File: src/rtl/solenoid_pkg.sv
// Shared definitions for the solenoid driver: channel count, channel
// indices and the sequencing FSM state type.
package solenoid_pkg;

  localparam int NUM_CH      = 3;
  localparam int CH_DISPENSE = 0;
  localparam int CH_COIN     = 1;
  localparam int CH_CHANGE   = 2;

  typedef enum logic [1:0] {
    ST_IDLE  = 2'd0,
    ST_PULSE = 2'd1,
    ST_GAP   = 2'd2
  } state_t;

endpackage

File: src/rtl/prio_pick3.sv
// Fixed-priority selector: returns a one-hot vector for the lowest-index
// set request bit (dispense > coin return > change release), or zero.
module prio_pick3
  import solenoid_pkg::*;
(
  input  logic [NUM_CH-1:0] req,
  output logic [NUM_CH-1:0] pick
);

  // Lowest-index request wins.
  always_comb begin
    pick = 3'b000;
    if (req[CH_DISPENSE]) begin
      pick[CH_DISPENSE] = 1'b1;
    end else if (req[CH_COIN]) begin
      pick[CH_COIN] = 1'b1;
    end else if (req[CH_CHANGE]) begin
      pick[CH_CHANGE] = 1'b1;
    end else begin
      pick = 3'b000;
    end
  end

endmodule

File: src/rtl/solenoid_driver.sv
// Solenoid pulse sequencer: queues one request per channel, fires one
// fixed-length pulse at a time in priority order, and enforces an all-off
// gap plus one idle cycle between pulses.
// Optional feature: define SOLENOID_DRIVER_OVF_EN to add the sticky ovf
// output that flags any request dropped because its channel was already queued.
module solenoid_driver
  import solenoid_pkg::*;
#(
  parameter int PULSE_CYCLES = 8,
  parameter int GAP_CYCLES   = 4
) (
  input  logic              clk,
  input  logic              reset,
  input  logic [NUM_CH-1:0] cmd,
`ifdef SOLENOID_DRIVER_OVF_EN
  output logic              ovf,
`endif
  output logic [NUM_CH-1:0] act,
  output logic              busy,
  output logic [NUM_CH-1:0] pending
);

  // Counters hold "cycles remaining minus one" so they never need to wrap.
  localparam logic [7:0] PULSE_LOAD = 8'(PULSE_CYCLES - 1);
  localparam logic [7:0] GAP_LOAD   = (GAP_CYCLES > 0) ? 8'(GAP_CYCLES - 1) : 8'd0;
  localparam bit         HAS_GAP    = (GAP_CYCLES > 0);

  state_t            state;
  state_t            state_next;
  logic [7:0]        cnt;
  logic [7:0]        cnt_next;
  logic [NUM_CH-1:0] req;
  logic [NUM_CH-1:0] pick;
  logic [NUM_CH-1:0] act_next;
  logic [NUM_CH-1:0] pending_next;
  logic              busy_next;

  assign req = pending | cmd;

  prio_pick3 u_pick (
    .req  (req),
    .pick (pick)
  );

  // Next-state, counter, drive and queue logic.
  always_comb begin
    state_next   = state;
    cnt_next     = cnt;
    act_next     = act;
    pending_next = req;
    case (state)
      ST_IDLE: begin
        if (pick != 3'b000) begin
          state_next   = ST_PULSE;
          cnt_next     = PULSE_LOAD;
          act_next     = pick;
          pending_next = req & ~pick;
        end else begin
          act_next     = 3'b000;
        end
      end
      ST_PULSE: begin
        if (cnt != 8'd0) begin
          cnt_next = cnt - 8'd1;
        end else begin
          act_next = 3'b000;
          if (HAS_GAP) begin
            state_next = ST_GAP;
            cnt_next   = GAP_LOAD;
          end else begin
            state_next = ST_IDLE;
            cnt_next   = 8'd0;
          end
        end
      end
      ST_GAP: begin
        act_next = 3'b000;
        if (cnt != 8'd0) begin
          cnt_next = cnt - 8'd1;
        end else begin
          state_next = ST_IDLE;
          cnt_next   = 8'd0;
        end
      end
      default: begin
        state_next = ST_IDLE;
        cnt_next   = 8'd0;
        act_next   = 3'b000;
      end
    endcase
    busy_next = (state_next != ST_IDLE) || (pending_next != 3'b000);
  end

  // State, counter and registered outputs; reset discards everything incl. cmd.
  always_ff @(posedge clk) begin
    if (reset) begin
      state   <= ST_IDLE;
      cnt     <= 8'd0;
      act     <= 3'b000;
      pending <= 3'b000;
      busy    <= 1'b0;
    end else begin
      state   <= state_next;
      cnt     <= cnt_next;
      act     <= act_next;
      pending <= pending_next;
      busy    <= busy_next;
    end
  end

`ifdef SOLENOID_DRIVER_OVF_EN
  logic dropped;
  assign dropped = |(cmd & pending);

  // Sticky overflow: a request arrived for a channel already queued.
  always_ff @(posedge clk) begin
    if (reset) begin
      ovf <= 1'b0;
    end else begin
      ovf <= ovf | dropped;
    end
  end
`endif

endmodule

File: config.mk
export PLATFORM = sky130hd
export DESIGN_NAME = solenoid_driver
export DESIGN_NICKNAME = d
export VERILOG_FILES = /design/src/rtl/solenoid_pkg.sv /design/src/rtl/prio_pick3.sv /design/src/rtl/solenoid_driver.sv
export SDC_FILE = /design/constraint.sdc
export NUM_CORES = 1
export LEC_CHECK = 0
export BUFFER_PORTS_ARGS = -buffer_cell sky130_fd_sc_hd__buf_2
export CAP_MARGIN = 10
export CORE_UTILIZATION = 40
export DETAILED_ROUTE_END_ITERATION = 8
export GPL_ROUTABILITY_DRIVEN = 0
export PLACE_DENSITY = 0.68
export SYNTH_ARGS = -nofsm -noshare
export SYNTH_HDL_FRONTEND = slang
export SYNTH_SLANG_ARGS = --single-unit
File: constraint.sdc
create_clock -name clk -period 2.7 [get_ports clk]
set_input_delay 0.54 -clock clk [delete_from_list [all_inputs] [get_ports clk]]
set_output_delay 0.54 -clock clk [all_outputs]
set_load 0.05 [all_outputs]
# Word-level counts from Yosys, hierarchy flattened
# Index checks and enable logic that the tools add are counted.
[totals]
ff_bits = 17
latch_bits = 0
ramBits = 0
mem_bits_ro = 0
input_bits = 5
output_inout_bits = 7
wordCells = 37
n_memories = 0
[op_classes]
add_sub_neg = 1
multipliers = 0
div_mod_pow = 0
order_cmp = 0
eq_ne = 4
shift = 0
muxes = 18
bitwise = 3
n_reduce_logical = 6
[ops]
columns = ["cell", "count"]
rows = [
  ["8-bit two-way mux", 3],
  ["8-bit case mux with 3 select lines", 1],
  ["3-bit two-way mux", 4],
  ["2-bit two-way mux", 4],
  ["8-bit nonzero test", 1],
  ["8-bit by 1-bit subtractor with 8-bit output (second input constant)", 1],
  ["2-bit case mux with 3 select lines", 1],
  ["3-bit case mux with 2 select lines", 1],
  ["3-bit nonzero test", 2],
  ["1-bit two-way mux", 4],
  ["2-bit inequality test (second input constant)", 2],
  ["3-bit AND", 1],
  ["3-bit NOT", 1],
  ["3-bit bitwise OR", 1],
  ["2-bit by 1-bit equality test with 1-bit output (second input constant)", 1],
  ["2-bit equality test (second input constant)", 1],
  ["2-bit logical NOT", 1],
  ["2-bit nonzero test", 1],
  ["1-bit logical OR", 1],
]

# Logic depth before layout (Yosys ltp)
[logic_depth]
ltp_word = 10
mapped_depth = 6
depth_no_buf = 6

# Modules after synthesis
# From an unflattened synthesis, not the netlist that was laid out.
[unflattened]
cells_unflattened = 102
area_unflattened_um2 = 928.4
[by_module_without_submodules]
columns = ["module", "n_inst", "cells_per_inst", "area_per_inst_um2"]
rows = [
  ["solenoid_driver", 1, 99, 902.1],
  ["prio_pick3", 1, 3, 26.3],
]

# Worst setup path before layout
# No wires, ideal clock.
[synth_path]
path_kind = "input-to-reg"
start = "input port cmd[1]"
end = "register cnt[4]"
setup_time_ns = 0.127
arrival_ns = 1.571
required_time_ns = 2.573
slack_ns = 1.002
path_stages = 5
path_buffers = 1
cell_sequence = "or4_1 > clkbuf_1 > o211ai_1 > xor2_1 > nor2_1"
[synth_between]
elab_chain_len = 5
elab_cells_between_ends = 6
classes_between = "eq/ne: 1; mux: 3; bitwise: 1; reduce/logical: 1"
[synth_rtl]
columns = ["element", "line_no", "rtl"]
rows = [
  ["from (decl)", "solenoid_driver.sv:14", "input logic [NUM_CH-1:0] cmd,"],
  ["3-bit bitwise OR *", "solenoid_driver.sv:38", "assign req = pending | cmd;"],
  ["1-bit two-way mux", "prio_pick3.sv:15", "end else if (req[CH_COIN]) begin"],
  ["2-bit two-way mux *", "prio_pick3.sv:13", "if (req[CH_DISPENSE]) begin"],
  ["3-bit nonzero test *", "solenoid_driver.sv:53", "if (pick != 3'b000) begin"],
  ["2-bit inequality test (no source line) *", "-", ""],
  ["to (signal assigned)", "solenoid_driver.sv:104", "cnt <= cnt_next;"],
  ["to (decl)", "solenoid_driver.sv:30", "logic [7:0] cnt;"],
]
# Every way passes the cells marked *; elsewhere a longest branch is shown, timed or not.
# A chain may end at the register's enable or synchronous reset.

# Worst setup path after layout
[layout_path]
start = "register state[0]"
end = "register cnt[4]"
[layout_between]
elab_chain_len = 2
elab_cells_between_ends = 5
classes_between = "eq/ne: 3; mux: 1; reduce/logical: 1"
[layout_rtl]
columns = ["element", "line_no", "rtl"]
rows = [
  ["from (decl)", "solenoid_driver.sv:28", "state_t state;"],
  ["from (signal assigned)", "solenoid_driver.sv:103", "state <= state_next;"],
  ["2-bit equality test (tied with other cells)", "solenoid_driver.sv:51", "case (state)"],
  ["8-bit case mux with 3 select lines or 2-bit inequality test (tied branches)", "-", ""],
]
# Parallel ways exist; a longest one is shown, timed or not.

==> flow_results.org <==
** Outcome
- The run finished with clean final reports.

** Worst hold path
- For hold timing, the worst endpoint is act[2].
- Cell count of the worst hold path :: 2
- Worst min-delay path startpoint :: act[2]
- The tightest min-delay check is of the register to register type.

** Detailed routing
- The first TritonRoute pass finished after 4 iterations.
- DRC violation count after routing :: 0
- DRT Wirelength :: 1560 um
- After detailed routing, the number of vias per cell comes to 5.31.
- Routed Antenna Nets :: 0
- Dividing the detail-routed wire length by the instance count gives approximately 12 um.
- The first routing iteration left 14 violations.
- The routed layout has 711 vias.

** Clocking
- In this run, CTS created clock tree buffers numbering 3.
- The clock net in this run drives a total of 17 sinks.
- CTS hold repair buffers :: 0
- Clock-pin slew was measured on the worst setup and hold paths at 0.10 ns.
- Post-CTS Setup Bufs :: 0
- CTS tree :: yes
- Clock latency on the worst-skew pair :: 0.29 ns
- Gates resized during post-CTS repair numbered 0.
- The tree is rooted in a sky130_fd_sc_hd__clkbuf_4.
- CTS built an H-tree with a depth of 1.
- Counting along the longest clock path gives a buffer depth of 2.

** Critical path
- For flop-to-flop paths, the worst setup slack is between 0.9 and 1 ns.
- The worst setup path is launched from a register.
- The worst setup path is captured at a register.
- Maximum net fanout on the critical path :: 17
- Measured in cells, the most critical reg-to-reg path has a length of 4.
- R2R Path Start :: state[0]
- The worst register-to-register path ends at cnt[4].
- STA puts the critical path data arrival time at between 1.5 and 2 ns.
- Setup Crit Path Kind :: register to register
- STA puts the critical path data required time at 2.87 ns.

** STA
- Across the routed clock network, the largest skew measured is 0.00854 ns.
- Derived from the worst setup path, the maximum achievable clock frequency is 578 MHz.
- After layout, the worst path uses roughly 64% of the clock period.
- The total count of hold-check failures in the final report came to 0.
- Pin slew with the least headroom to its limit :: approximately 0.53 ns
- The max-slew violation total from the final report was 0.
- Setup repair after global routing missed its margin :: no
- Number of setup violations in the final report :: 0
- The worst path needs 1.73 ns of the cycle, external delays included.
- Setup TNS :: 0 ns
- Worst max-slew margin expressed relative to the limit :: 64.9%

** Floorplan
- Starting Density :: approximately 43%
- The floorplan step set the die height to between 40 and 50 um.
- The region available for standard cell placement spans 1980 um2.
- The die covers 2300 um2.
- 12 I/O pins were placed.
- Measured along the x axis, the die boundary spans 48.0 um.
- Number of rows created at floorplan :: 16

** Power and ir drop
- Net switching is between 30% and 40% of the power.
- The share of total power dissipated in the clock network is 18.6%.
- Total power density per cell area :: roughly 790 nW/um2
- Across the VDD grid, the largest voltage drop is 0.496 mV.
- Power comes to ~0.73 mW.
- Part of the power in combinational logic :: 35.5%
- Cell internal power was estimated by the tool at 0.444 mW.
- Of the total power, registers draw a little under half.
- Summed over all nets, the switching power comes to 0.285 mW.
- In this run the static leakage power is 0.374 nW.

** GRT
- Entering global routing, the biggest net connects 18 pins.
- The total overflow left after global routing is 0.
- The initial antenna violation count was 0.
- For this run, the total global-route usage over all layers was measured as 17.1%.
- The number of global-route vias before repair came to 611.
- The first global-routing pass estimated 2640 um of wire.

** Yosys
- During synthesis, Yosys emitted a total of 0 warnings.
- Synthesis produced a netlist with a net count of 105.
- Summing the sequential cell areas from Yosys gives between 40% and 50% of the chip area.
- #FFs+latches synth :: 17
- Unique masters post-synth :: 33
- Mapped Avg Cell Area :: about 8.6 um2
- Post-Synthesis Cell Area :: 846 um2
- Cells after Synth :: 98

** Finish
- Number of inserted diodes :: 0
- The library cell used most frequently in the layout, excluding fill and tap cells, is sky130_fd_sc_hd__nor2_1.
- Leaving out fill and tap cells, the most frequent cells in the layout are sky130_fd_sc_hd__nor2_1 (18), sky130_fd_sc_hd__dfxtp_1 (17), sky130_fd_sc_hd__buf_2 (11).
- The net count of the finished layout is about 120.
- Relative to the synthesized area, the layout overhead comes to 9.32%.
- Cells with a size suffix above 1 make up 18.7% of the layout.

** Flow run
- Max Cap Violations :: 0

** Place
- Once detailed placement completed, the half-perimeter wirelength came to between 1000 and 1500 um.
- The count of buffers added on input and output ports is 11.
==> cells in the mapped netlist <==
cell / instances / area share [%]
sky130_fd_sc_hd__nor4_2: 1 / 1.5
sky130_fd_sc_hd__a2111oi_0: 2 / 2.1
sky130_fd_sc_hd__buf_6: 2 / 2.7
sky130_fd_sc_hd__nor3_2: 1 / 1.2
sky130_fd_sc_hd__o21a_1: 2 / 1.8
sky130_fd_sc_hd__ha_1: 2 / 3.0
sky130_fd_sc_hd__nand2_1: 3 / 1.3
sky130_fd_sc_hd__clkbuf_1: 4 / 1.8
sky130_fd_sc_hd__or4_1: 1 / 0.89
sky130_fd_sc_hd__o211ai_1: 4 / 3.6
sky130_fd_sc_hd__mux2i_1: 1 / 1.2
sky130_fd_sc_hd__a22oi_1: 1 / 0.89
sky130_fd_sc_hd__nand3_2: 1 / 1.2
sky130_fd_sc_hd__xnor2_1: 2 / 2.1
sky130_fd_sc_hd__dfxtp_1: 17 / 40
sky130_fd_sc_hd__or4_4: 1 / 1.3
sky130_fd_sc_hd__nor2b_1: 2 / 1.5
sky130_fd_sc_hd__a2111oi_2: 1 / 1.8
sky130_fd_sc_hd__nor2_1: 18 / 8.0
sky130_fd_sc_hd__a21o_1: 1 / 0.89
sky130_fd_sc_hd__a21oi_1: 3 / 1.8
sky130_fd_sc_hd__a221oi_1: 1 / 1.0
sky130_fd_sc_hd__inv_1: 4 / 1.8
sky130_fd_sc_hd__o21ai_1: 1 / 0.59
sky130_fd_sc_hd__nor3_1: 6 / 3.6
sky130_fd_sc_hd__or3_1: 1 / 0.74
sky130_fd_sc_hd__xor2_1: 4 / 4.1
sky130_fd_sc_hd__nand3_1: 2 / 1.2
sky130_fd_sc_hd__and3_1: 1 / 0.74
sky130_fd_sc_hd__a31oi_1: 3 / 2.2
sky130_fd_sc_hd__o21ai_0: 2 / 1.2
sky130_fd_sc_hd__nor4_1: 2 / 1.5
sky130_fd_sc_hd__o21bai_1: 1 / 0.89
==> stage by stage <==
stage               utilization (%)  hold slack, ns  cells  setup WS (ns)  instance area, um2
finish                         46.7           0.482    134          0.970                 925
global route                   46.7           0.515    134          0.806                 925
CTS                            46.7           0.486    134          0.978                 925
detailed placement             45.3           0.468    130          0.835                 897
global placement               45.3           0.462    130          0.847                 897
floorplan                         -           0.476     98           1.00                 846
==> state kept, by name, summed over array words and instances (netlist names) <==
register	flops
cnt	8
pending	3
busy	1
state	2
act	3
==> layout make-up <==
class,instances,area (um2)
Clock buffer,3,22.5
Clock inverter,1,5.00
Fill cell,197,1060
Inverter,4,15.0
Multi-Input combinational cell,71,453
Sequential cell,17,340
Tap cell,27,33.8
Timing Repair Buffer,11,55.1
==> power by group through the flow <==
stage	registers (mW)	clock network [mW]	logic, mW
floorplan	0.354	0	0.205
global placement	0.338	0	0.256
detailed placement	0.339	0	0.260
CTS	0.334	0.141	0.261
global route	0.341	0.154	0.289
finish	0.334	0.136	0.259
==> layer usage <==
metal | routed length, um | vias to the layer above | global-route usage, %
met4 | 13 | 0 | 5.00
li1 | - | 372 | -
met1 | 771 | 325 | 21.5
met5 | 0 | - | 0
met3 | 74 | 2 | 7.92
met2 | 704 | 12 | 25.9
==> how the worst max path moves through the flow <==
stage                     startpoint      to  slack, ns
after floorplan               cmd[1]  cnt[4]       1.00
after global placement        cmd[1]  cnt[7]       0.85
after detailed placement      cmd[1]  cnt[4]       0.84
after CTS                   state[0]  cnt[4]       0.98
after global routing          cnt[3]  cnt[0]       0.81
final                       state[0]  cnt[4]       0.97
==> cell families after synthesis <==
logic type                 Yosys count  share of synthesized area, %
buffers and inverters               10                          6.21
xor gates and xnor gates             6                          6.21
adders and majority gates            2                          2.96
AOI/OAI and AO/OA                   22                          18.6
DFF                                 17                          40.2
and+or+nand+nor                     40                          24.6
muxes                                1                          1.18
==> critical path, stage by stage, from the launching register on <==
cell                       delay (ns)
sky130_fd_sc_hd__dfxtp_1         0.49
sky130_fd_sc_hd__or4_4           0.66
sky130_fd_sc_hd__o211ai_1        0.25
sky130_fd_sc_hd__xor2_1          0.16
sky130_fd_sc_hd__nor2_1          0.05
Power figures use the tool's default switching activity.
